### src/rtl/nios_cpu_pio_mini_arb.sv
`timescale 1ns/1ps
// nios_cpu_pio_mini_arb
//
// Purpose:
//   Shares one 8-bit mini PIO output register between N_REQ local requesters.
//   Each requester posts one operation (WRITE, SET bits, CLEAR bits, READ).
//   A round-robin winner is issued as a single-cycle Avalon-MM transfer on the
//   PIO s1 slave, then acknowledged with a one-cycle pulse.
//   Every operation takes three cycles: IDLE -> ISSUE -> ACK.
//
// Ports:
//   clk          in   1        single clock, rising edge
//   reset_n      in   1        synchronous reset, active low
//   req          in   N_REQ    req[i]: requester i has an operation pending
//   req_op       in   2*N_REQ  op of requester i at [2i+1:2i]
//                              (00 WRITE, 01 SET, 10 CLEAR, 11 READ)
//   req_data     in   8*N_REQ  data or mask of requester i at [8i+7:8i]
//   ack          out  N_REQ    one-cycle pulse: op of requester i completed
//   rdata        out  8        PIO data captured by the last READ
//   busy         out  1        high whenever the sequencer is not idle
//   m_address    out  3        PIO address
//   m_chipselect out  1        PIO chipselect
//   m_write_n    out  1        PIO write_n
//   m_writedata  out  32       PIO writedata, {24'b0, data}
//   m_readdata   in   32       PIO readdata (combinational); bits [7:0] used
module nios_cpu_pio_mini_arb #(
    parameter int         N_REQ     = 4,
    parameter logic [2:0] ADDR_DATA = 3'd0,
    parameter logic [2:0] ADDR_SET  = 3'd4,
    parameter logic [2:0] ADDR_CLR  = 3'd5
) (
    input  logic                 clk,
    input  logic                 reset_n,
    input  logic [N_REQ-1:0]     req,
    input  logic [2*N_REQ-1:0]   req_op,
    input  logic [8*N_REQ-1:0]   req_data,
    output logic [N_REQ-1:0]     ack,
    output logic [7:0]           rdata,
    output logic                 busy,
    output logic [2:0]           m_address,
    output logic                 m_chipselect,
    output logic                 m_write_n,
    output logic [31:0]          m_writedata,
    input  logic [31:0]          m_readdata
);

    localparam int IW = $clog2(N_REQ);

    typedef enum logic [1:0] {
        ST_IDLE  = 2'd0,
        ST_ISSUE = 2'd1,
        ST_ACK   = 2'd2
    } state_e;

    typedef enum logic [1:0] {
        OP_WRITE = 2'b00,
        OP_SET   = 2'b01,
        OP_CLEAR = 2'b10,
        OP_READ  = 2'b11
    } op_e;

    state_e             state_q;
    logic [IW-1:0]      last_grant_q;
    logic [IW-1:0]      winner_q;
    op_e                op_q;
    logic [N_REQ-1:0]   ack_q;
    logic [7:0]         rdata_q;
    logic               busy_q;
    logic [2:0]         m_address_q;
    logic               m_chipselect_q;
    logic               m_write_n_q;
    logic [7:0]         m_wdata_q;

    logic               grant_vld_d;
    logic [IW-1:0]      grant_d;
    logic [IW-1:0]      cand;
    op_e                grant_op_d;
    logic [7:0]         grant_data_d;

    // Only the low byte of the PIO read bus carries data.
    logic               unused_readdata_hi;
    assign unused_readdata_hi = ^m_readdata[31:8];

    function automatic logic [2:0] op_addr(input op_e op);
        case (op)
            OP_SET:   return ADDR_SET;
            OP_CLEAR: return ADDR_CLR;
            default:  return ADDR_DATA;   // WRITE and READ both target the data register
        endcase
    endfunction

    // Round-robin pick: scan last_grant+1, +2, ... so the most recently served
    // requester is considered last.
    always_comb begin
        // NOTE: every combinational output gets a default first, otherwise a
        // path that skips an assignment infers a latch.
        grant_vld_d  = 1'b0;
        grant_d      = '0;
        cand         = '0;
        grant_op_d   = OP_WRITE;
        grant_data_d = '0;
        for (int k = 1; k <= N_REQ; k++) begin
            cand = IW'((int'(last_grant_q) + k) % N_REQ);
            if (!grant_vld_d && req[cand]) begin
                grant_vld_d = 1'b1;
                grant_d     = cand;
            end
        end
        for (int i = 0; i < N_REQ; i++) begin
            if (grant_d == IW'(i)) begin
                grant_op_d   = op_e'(req_op[2*i +: 2]);
                grant_data_d = req_data[8*i +: 8];
            end
        end
    end

    // NOTE: all state and registered outputs use non-blocking assignments so
    // every register samples pre-edge values regardless of statement order.
    always_ff @(posedge clk) begin
        if (!reset_n) begin
            state_q        <= ST_IDLE;
            last_grant_q   <= IW'(N_REQ - 1);   // requester 0 wins first after reset
            winner_q       <= '0;
            op_q           <= OP_WRITE;
            ack_q          <= '0;
            rdata_q        <= '0;
            busy_q         <= 1'b0;
            m_address_q    <= '0;
            m_chipselect_q <= 1'b0;
            m_write_n_q    <= 1'b1;
            m_wdata_q      <= '0;
        end else begin
            case (state_q)
                ST_IDLE: begin
                    if (grant_vld_d) begin
                        winner_q       <= grant_d;
                        op_q           <= grant_op_d;
                        busy_q         <= 1'b1;
                        m_chipselect_q <= 1'b1;
                        m_address_q    <= op_addr(grant_op_d);
                        m_write_n_q    <= (grant_op_d == OP_READ);
                        // A READ leaves the write bus holding its previous value.
                        if (grant_op_d != OP_READ) begin
                            m_wdata_q <= grant_data_d;
                        end
                        state_q        <= ST_ISSUE;
                    end
                end
                ST_ISSUE: begin
                    if (op_q == OP_READ) begin
                        rdata_q <= m_readdata[7:0];
                    end
                    m_chipselect_q <= 1'b0;
                    m_write_n_q    <= 1'b1;
                    ack_q          <= N_REQ'(1) << winner_q;
                    state_q        <= ST_ACK;
                end
                ST_ACK: begin
                    ack_q        <= '0;
                    last_grant_q <= winner_q;
                    busy_q       <= 1'b0;
                    state_q      <= ST_IDLE;
                end
                default: begin
                    state_q <= ST_IDLE;
                end
            endcase
        end
    end

    assign ack          = ack_q;
    assign rdata        = rdata_q;
    assign busy         = busy_q;
    assign m_address    = m_address_q;
    assign m_chipselect = m_chipselect_q;
    assign m_write_n    = m_write_n_q;
    assign m_writedata  = {24'b0, m_wdata_q};

endmodule

### config.mk
export PLATFORM = sky130hd
export DESIGN_NAME = nios_cpu_pio_mini_arb
export DESIGN_NICKNAME = d
export VERILOG_FILES = /design/src/rtl/nios_cpu_pio_mini_arb.sv
export SDC_FILE = /design/constraint.sdc
export NUM_CORES = 1
export LEC_CHECK = 0
export ABC_AREA = 1
export BUFFER_PORTS_ARGS = -buffer_cell sky130_fd_sc_hd__buf_2
export CORE_AREA = 2 2 67 82
export CTS_CLUSTER_DIAMETER = 120
export DETAILED_ROUTE_END_ITERATION = 16
export DIE_AREA = 0 0 69 84
export PLACE_DENSITY = 0.76
export SETUP_SLACK_MARGIN = 0.2
export SLEW_MARGIN = 10
export SYNTH_ARGS = -nofsm -noshare
export SYNTH_HDL_FRONTEND = slang
export SYNTH_SLANG_ARGS = --single-unit
### constraint.sdc
create_clock -name clk -period 3.2 [get_ports clk]
set_input_delay 0.48 -clock clk [delete_from_list [all_inputs] [get_ports clk]]
set_output_delay 0.48 -clock clk [all_outputs]
set_load 0.005 [all_outputs]
; Word level (Yosys, flattened, before mapping)
; Cells that the tools add are included.
[totals]
output_inout_bits = 50
inputBits = 78
register_bits = 34
elab_cells = 80
[op_classes]
addsub = 4
eq_ne = 11
reduce_logical = 16
mux = 33
order_cmp = 4
n_shift = 1
[op_table]
columns = cell, count
row1 = $mux 8, 4
row2 = $mux 2, 9
row3 = $eq 2x2->1 const B, 6
row4 = $lt 2x3->1 const B, 4
row5 = $mux 1, 10
row6 = $bmux 1 s2, 4
row7 = $pmux 4 s2, 1
row8 = $reduce_and 2->1, 4
row9 = $eq 2x1->1 const B, 3
row10 = $pmux 1 s2, 3
row11 = $pmux 3 s2, 1
row12 = $reduce_bool 2->1, 3
row13 = $add 2x1->2 const B, 2
row14 = $add 2x2->2 const B, 2
row15 = $logic_not 2->1, 2
row16 = $ne 2x2->1 const B, 2
row17 = $pmux 2 s2, 1
row18 = $shl 1x2->4 const A, 1
row19 = $logic_and 1x1->1, 3
row20 = $logic_not 1->1, 3
row21 = $reduce_and 3->1, 1

; Depth between registers and ports, before layout
[logic_depth]
word_depth = 21
mapped_depth = 23
depth_no_buf = 21

; Worst setup path before layout
; No wires, ideal clock.
[synth_timing]
path_type = register to register
startpoint = register last_grant_q[0]
endpoint = register m_wdata_q[6]
setup_time_ps = 70
t_required_ps = 3130
path_buffers = 2
setup_slack_ps = 807
t_arrival_ps = 2323
stages_incl_launch_ff = 23
synth_period_minus_slack_ps = 2393
cell_sequence = dfxtp_1 > inv_2 > buf_6 > nand2_1 > nand2_1 > nand2_1 > nand2_2 > inv_2 > nand2_1 > nand2_2 > nand2_4 > nor2_8 > nand2_4 > or2_0 > nand2_1 > inv_1 > ha_1 > nor2_2 > buf_4 > o21ai_1 > inv_1 > nand2_1 > a21oi_1
[synth_between]
elab_chain_cells = 20
elab_cells_between_ends = 40
cone_classes = add/sub (4) / eq/ne (4) / mux (24) / reduce/logical (8)
[synth_lines]
columns = element, line
row1 = "start, declared", 63  ; logic [IW-1:0] last_grant_q;
row2 = "start signal, assigned", 122  ; last_grant_q <= IW'(N_REQ - 1);
row3 = "start signal, assigned", 160  ; last_grant_q <= winner_q;
row4 = $add 2x1->2, 103  ; cand = IW'((int'(last_grant_q) + k) % N_REQ);
row5 = $bmux 1 s2, 104  ; if (!grant_vld_d && req[cand]) begin
row6 = $mux 1 (implied by the code), 104
row7 = $mux 1, 104
row8 = $logic_not 1->1, 104
row9 = $logic_and 1x1->1, 104
row10 = $mux 1, 104
row11 = $logic_not 1->1, 104
row12 = (+3 left out), --
row13 = $logic_and 1x1->1, 104
row14 = $mux 2 *, 104
row15 = $logic_not 2->1, 110  ; if (grant_d == IW'(i)) begin
row16 = $mux 2 (3 in series), 110
row17 = $mux 2 *, 110
row18 = named net grant_op_d[1], 77  ; op_e grant_op_d;
row19 = $ne 2x2->1 *, 143  ; if (grant_op_d != OP_READ) begin
row20 = $reduce_and 3->1 (no line) *, --
row21 = "end signal, assigned", 144  ; m_wdata_q <= grant_data_d;
row22 = "end, declared", 72  ; logic [7:0] m_wdata_q;
; Mark *: on every way through the listed nets, which the timed path passes. The rest lies on a longest branch. The select of a mux whose other input is x is not followed.
; A chain may end at the register's enable or synchronous reset.

; Worst setup path in the final report
[layout_timing]
startpoint = register last_grant_q[0]
endpoint = register m_wdata_q[2]
; The elaborated chain is that of the path after synthesis.

==> results.toml <==
[worst_hold_path]
hold_start = "rdata[0]"
holdPathEnd = "rdata[0]"
min_path_cells = 2
holdCritPathClass = "flip-flop to flip-flop"

[setup_path]
rr_worst_depth = 20
worst-path-max-fanout = 13
start_kind = "flip-flop"
cp.required_ns = 3.41
reg2reg_to = "m_wdata_q[2]"
r2r_start = "last_grant_q[0]"
crit_slowest_cell = "dfxtp_1"
reg2reg_slack_ns = 0.49
cp_data_arrival_time_ns = 2.92
cpMostUsedCell = "nand2_1"
cp_cell_sequence = "buf_4 -> nand2_1 -> nand3_1 -> nand2_1 -> nand2_1 -> nand2_1 -> nand2_2 -> nand2_4 -> nor2_8 -> nand2_4 -> or2_0 -> nand2_1 -> inv_1 -> ha_1 -> nor2_2 -> buf_12 -> o21ai_0 -> inv_1 -> nand2_1 -> a21oi_1"
endpoint_kind = "flip-flop"
critPathMaxStageDelay_ns = 0.35
crit_type = "flip-flop to flip-flop"

[yosys]
synth_edf_count = 0
synthCells = 321
ys_seq_area_share_pct = 30.7
synth_compound_area_share_pct = 13.2
synthMuxAreaShare_pct = 0
synth_top_area_cell = "dfxtp_1"
synth-simple-area-share_pct = 34.0
synth_area_um2 = 2150
synth_top_family_by_area = "simple AND/OR/NAND/NOR gates"
synthXorXnorAreaFrac_pct = 0
ys_seq_elements = 33
synthTopCellsByArea = "dfxtp_1, nand2_1, buf_4, nand3_1, o21ai_0"
synth_top_area_share_pct = 30.7
synthArstFlopShare_pct = 0
synth_cell_type_count = 26
synthAdderAreaFrac_pct = 3.49
syn_avg_cell_area_um2 = 6.70
yosys_warnings = 0
ys.flop_type = "dfxtp_1"

[sta]
period_minus_slack_ns = 2.71
fmax_ghz = 0.368
fin_ws_ns = 0.486
setup_viol = 0
period_share_pct = 84.8
clock_skew_ns = 0.00368
whs_ns = 0.441
finalMaxSlewViolations = 0
rsz0062_at_grt = "false"
finalHoldViolCount = 0
fin_tns_setup_ns = 0

[pwr]
p_comb_share_pct = 47.0
power_mw = 1.62
switching_share_pct = 40.1
peakVddDrop_mv = 0.294
p_leak_nw = 1.38
p_int_mw = 0.972
seq_power_share_pct = 33.9
power.density_nw_per_um2 = 627
power.switching_mw = 0.650
clkPwrFrac_pct = 19.1

[status]
status = "completed"

[drt]
drtIter0Drc = 79
vias_per_cell = 4.68
wl_per_cell_um = 10.2
wirelength_um = 4710
postRouteAntennaNets = 0
first_pass_iters = 4
detail_route.drc_violations = 0
vias = 2161

[clock_network]
cts_hold_buf = 0
clk_pin_slew_ns = 0.06
cts_tree = "yes"
clk_path_buf_depth = 2
cts-root-buf = "clkbuf_8"
numCtsBuffers = 5
cts_sinks = 33
insertion_delay_ns = 0.28
htree_levels = 2

[die]
die_h_um = 84
pin_count = 128
dieWidth_um = 69
rows = 29
core_area_um2 = 5080
dieArea_um2 = 5800
start_util_pct = 42.3

[layout]
diodes = 0
stdcell_count = 462
area.growth.synth_to_final_pct = 20.4
final_common_cell = "nand2_1"
layout-drive-gt1-share_pct = 28.0
layout_common_cells = "nand2_1, buf_2, inv_1, dfxtp_1, nand3_1"
nNetsFinal = 484

[grt]
antenna_found_initial = 0
grt_usage_pct = 16.7
grt_pass1_vias = 1938
grt_pass1_wl_um = 8090
grt-ovfl-total = 0
grt_max_degree = 22

[flow_run]
max-cap-violations = 0

[place]
gp_congestion = 0.824
dp.cells = 455
dpl.hpwl_um = 3680
dp_slack_ns = 0.408
numPortBuffers = 78
==> repair_timing <==
action | CTS | global route
endpoints found under the setup margin | 0 | 1
gates resized for setup | 0 | 1
buffers inserted | 0 | 0
==> per-stage QoR <==
stage | instance area [um2] | utilization, %
finish | 2590 | 51.0
global route | 2590 | 51.0
CTS | 2590 | 50.9
detailed placement | 2500 | 49.2
global placement | 2500 | 49.2
floorplan | 2240 | -
==> flip-flops by register name, indices dropped and copies added (netlist names) <==
signal	count
m_wdata_q	8
m_write_n	1
busy	1
last_grant_q	2
winner_q	2
ack	4
m_chipselect	1
op_q	2
m_address	2
rdata	8
state_q	2
==> how the worst max path moves through the flow <==
stage | from | depth (start not counted) | to | slack, ns
floorplan | last_grant_q[0] | 22 | m_wdata_q[6] | 0.81
detailed placement | req[2] | 21 | m_wdata_q[2] | 0.41
finish | last_grant_q[0] | 20 | m_wdata_q[2] | 0.49
CTS | last_grant_q[1] | 21 | m_wdata_q[2] | 0.46
global route | last_grant_q[0] | 20 | m_wdata_q[2] | 0.20
global placement | req[2] | 21 | m_wdata_q[3] | 0.49
==> worst max-delay path: cells and delay by family (launching register included) <==
family	cells	cell delay, ns
AOI/OAI and AO/OA	2	0.20
adders and majority gates	1	0.21
buffers and inverters	4	0.44
DFF	1	0.35
and+or+nand+nor	13	1.41
==> power by group through the flow <==
| stage | logic (mW) | registers, mW | clock network (mW) |
|---|---|---|---|
| 3_5_place_dp | 0.763 | 0.557 | 0 |
| 5_1_grt | 0.863 | 0.564 | 0.340 |
| 6_report | 0.762 | 0.550 | 0.311 |
| 2_1_floorplan | 0.556 | 0.559 | 0 |
| 4_1_cts | 0.765 | 0.549 | 0.320 |
| 3_3_place_gp | 0.749 | 0.553 | 0 |
==> Yosys cell counts (4+ instances only) <==
cell and count:
nand4_1 9, dfxtp_1 33, ha_1 6, a21oi_1 26, inv_2 5, clkbuf_1 4, nand2_1 80, nand2_2 4
buf_4 27, inv_1 32, nand3_1 29, o21ai_0 27, nor2_1 16
==> cell families (layout without fill, tap and decap cells) <==
logic type / count (synthesis) / after routing
AOI/OAI and AO/OA: 56 / 56
DFF: 33 / 33
adders and majority gates: 6 / 6
buffers and inverters: 72 / 127
and+or+nand+nor: 153 / 153
other: 1 / 25
==> area by class of cell <==
type                    instances  area, um2
fillers                       501       2490
flip-flops and latches         33        662
clock buffers                   7       86.3
repair buffers                 83        440
inverters                      37        139
well taps                      62       77.6
multi-input cells             240       1180
==> per-layer routing <==
metal / part of all wire, % / track usage, % / vias to the layer above
li1: - / - / 1139
met1: 43 / 18.7 / 942
met2: 50 / 29.5 / 71
met3: 6.0 / 4.59 / 9
met4: 1.9 / 7.13 / 0
met5: 0 / 0 / -
(Power assumes the default switching activity.)
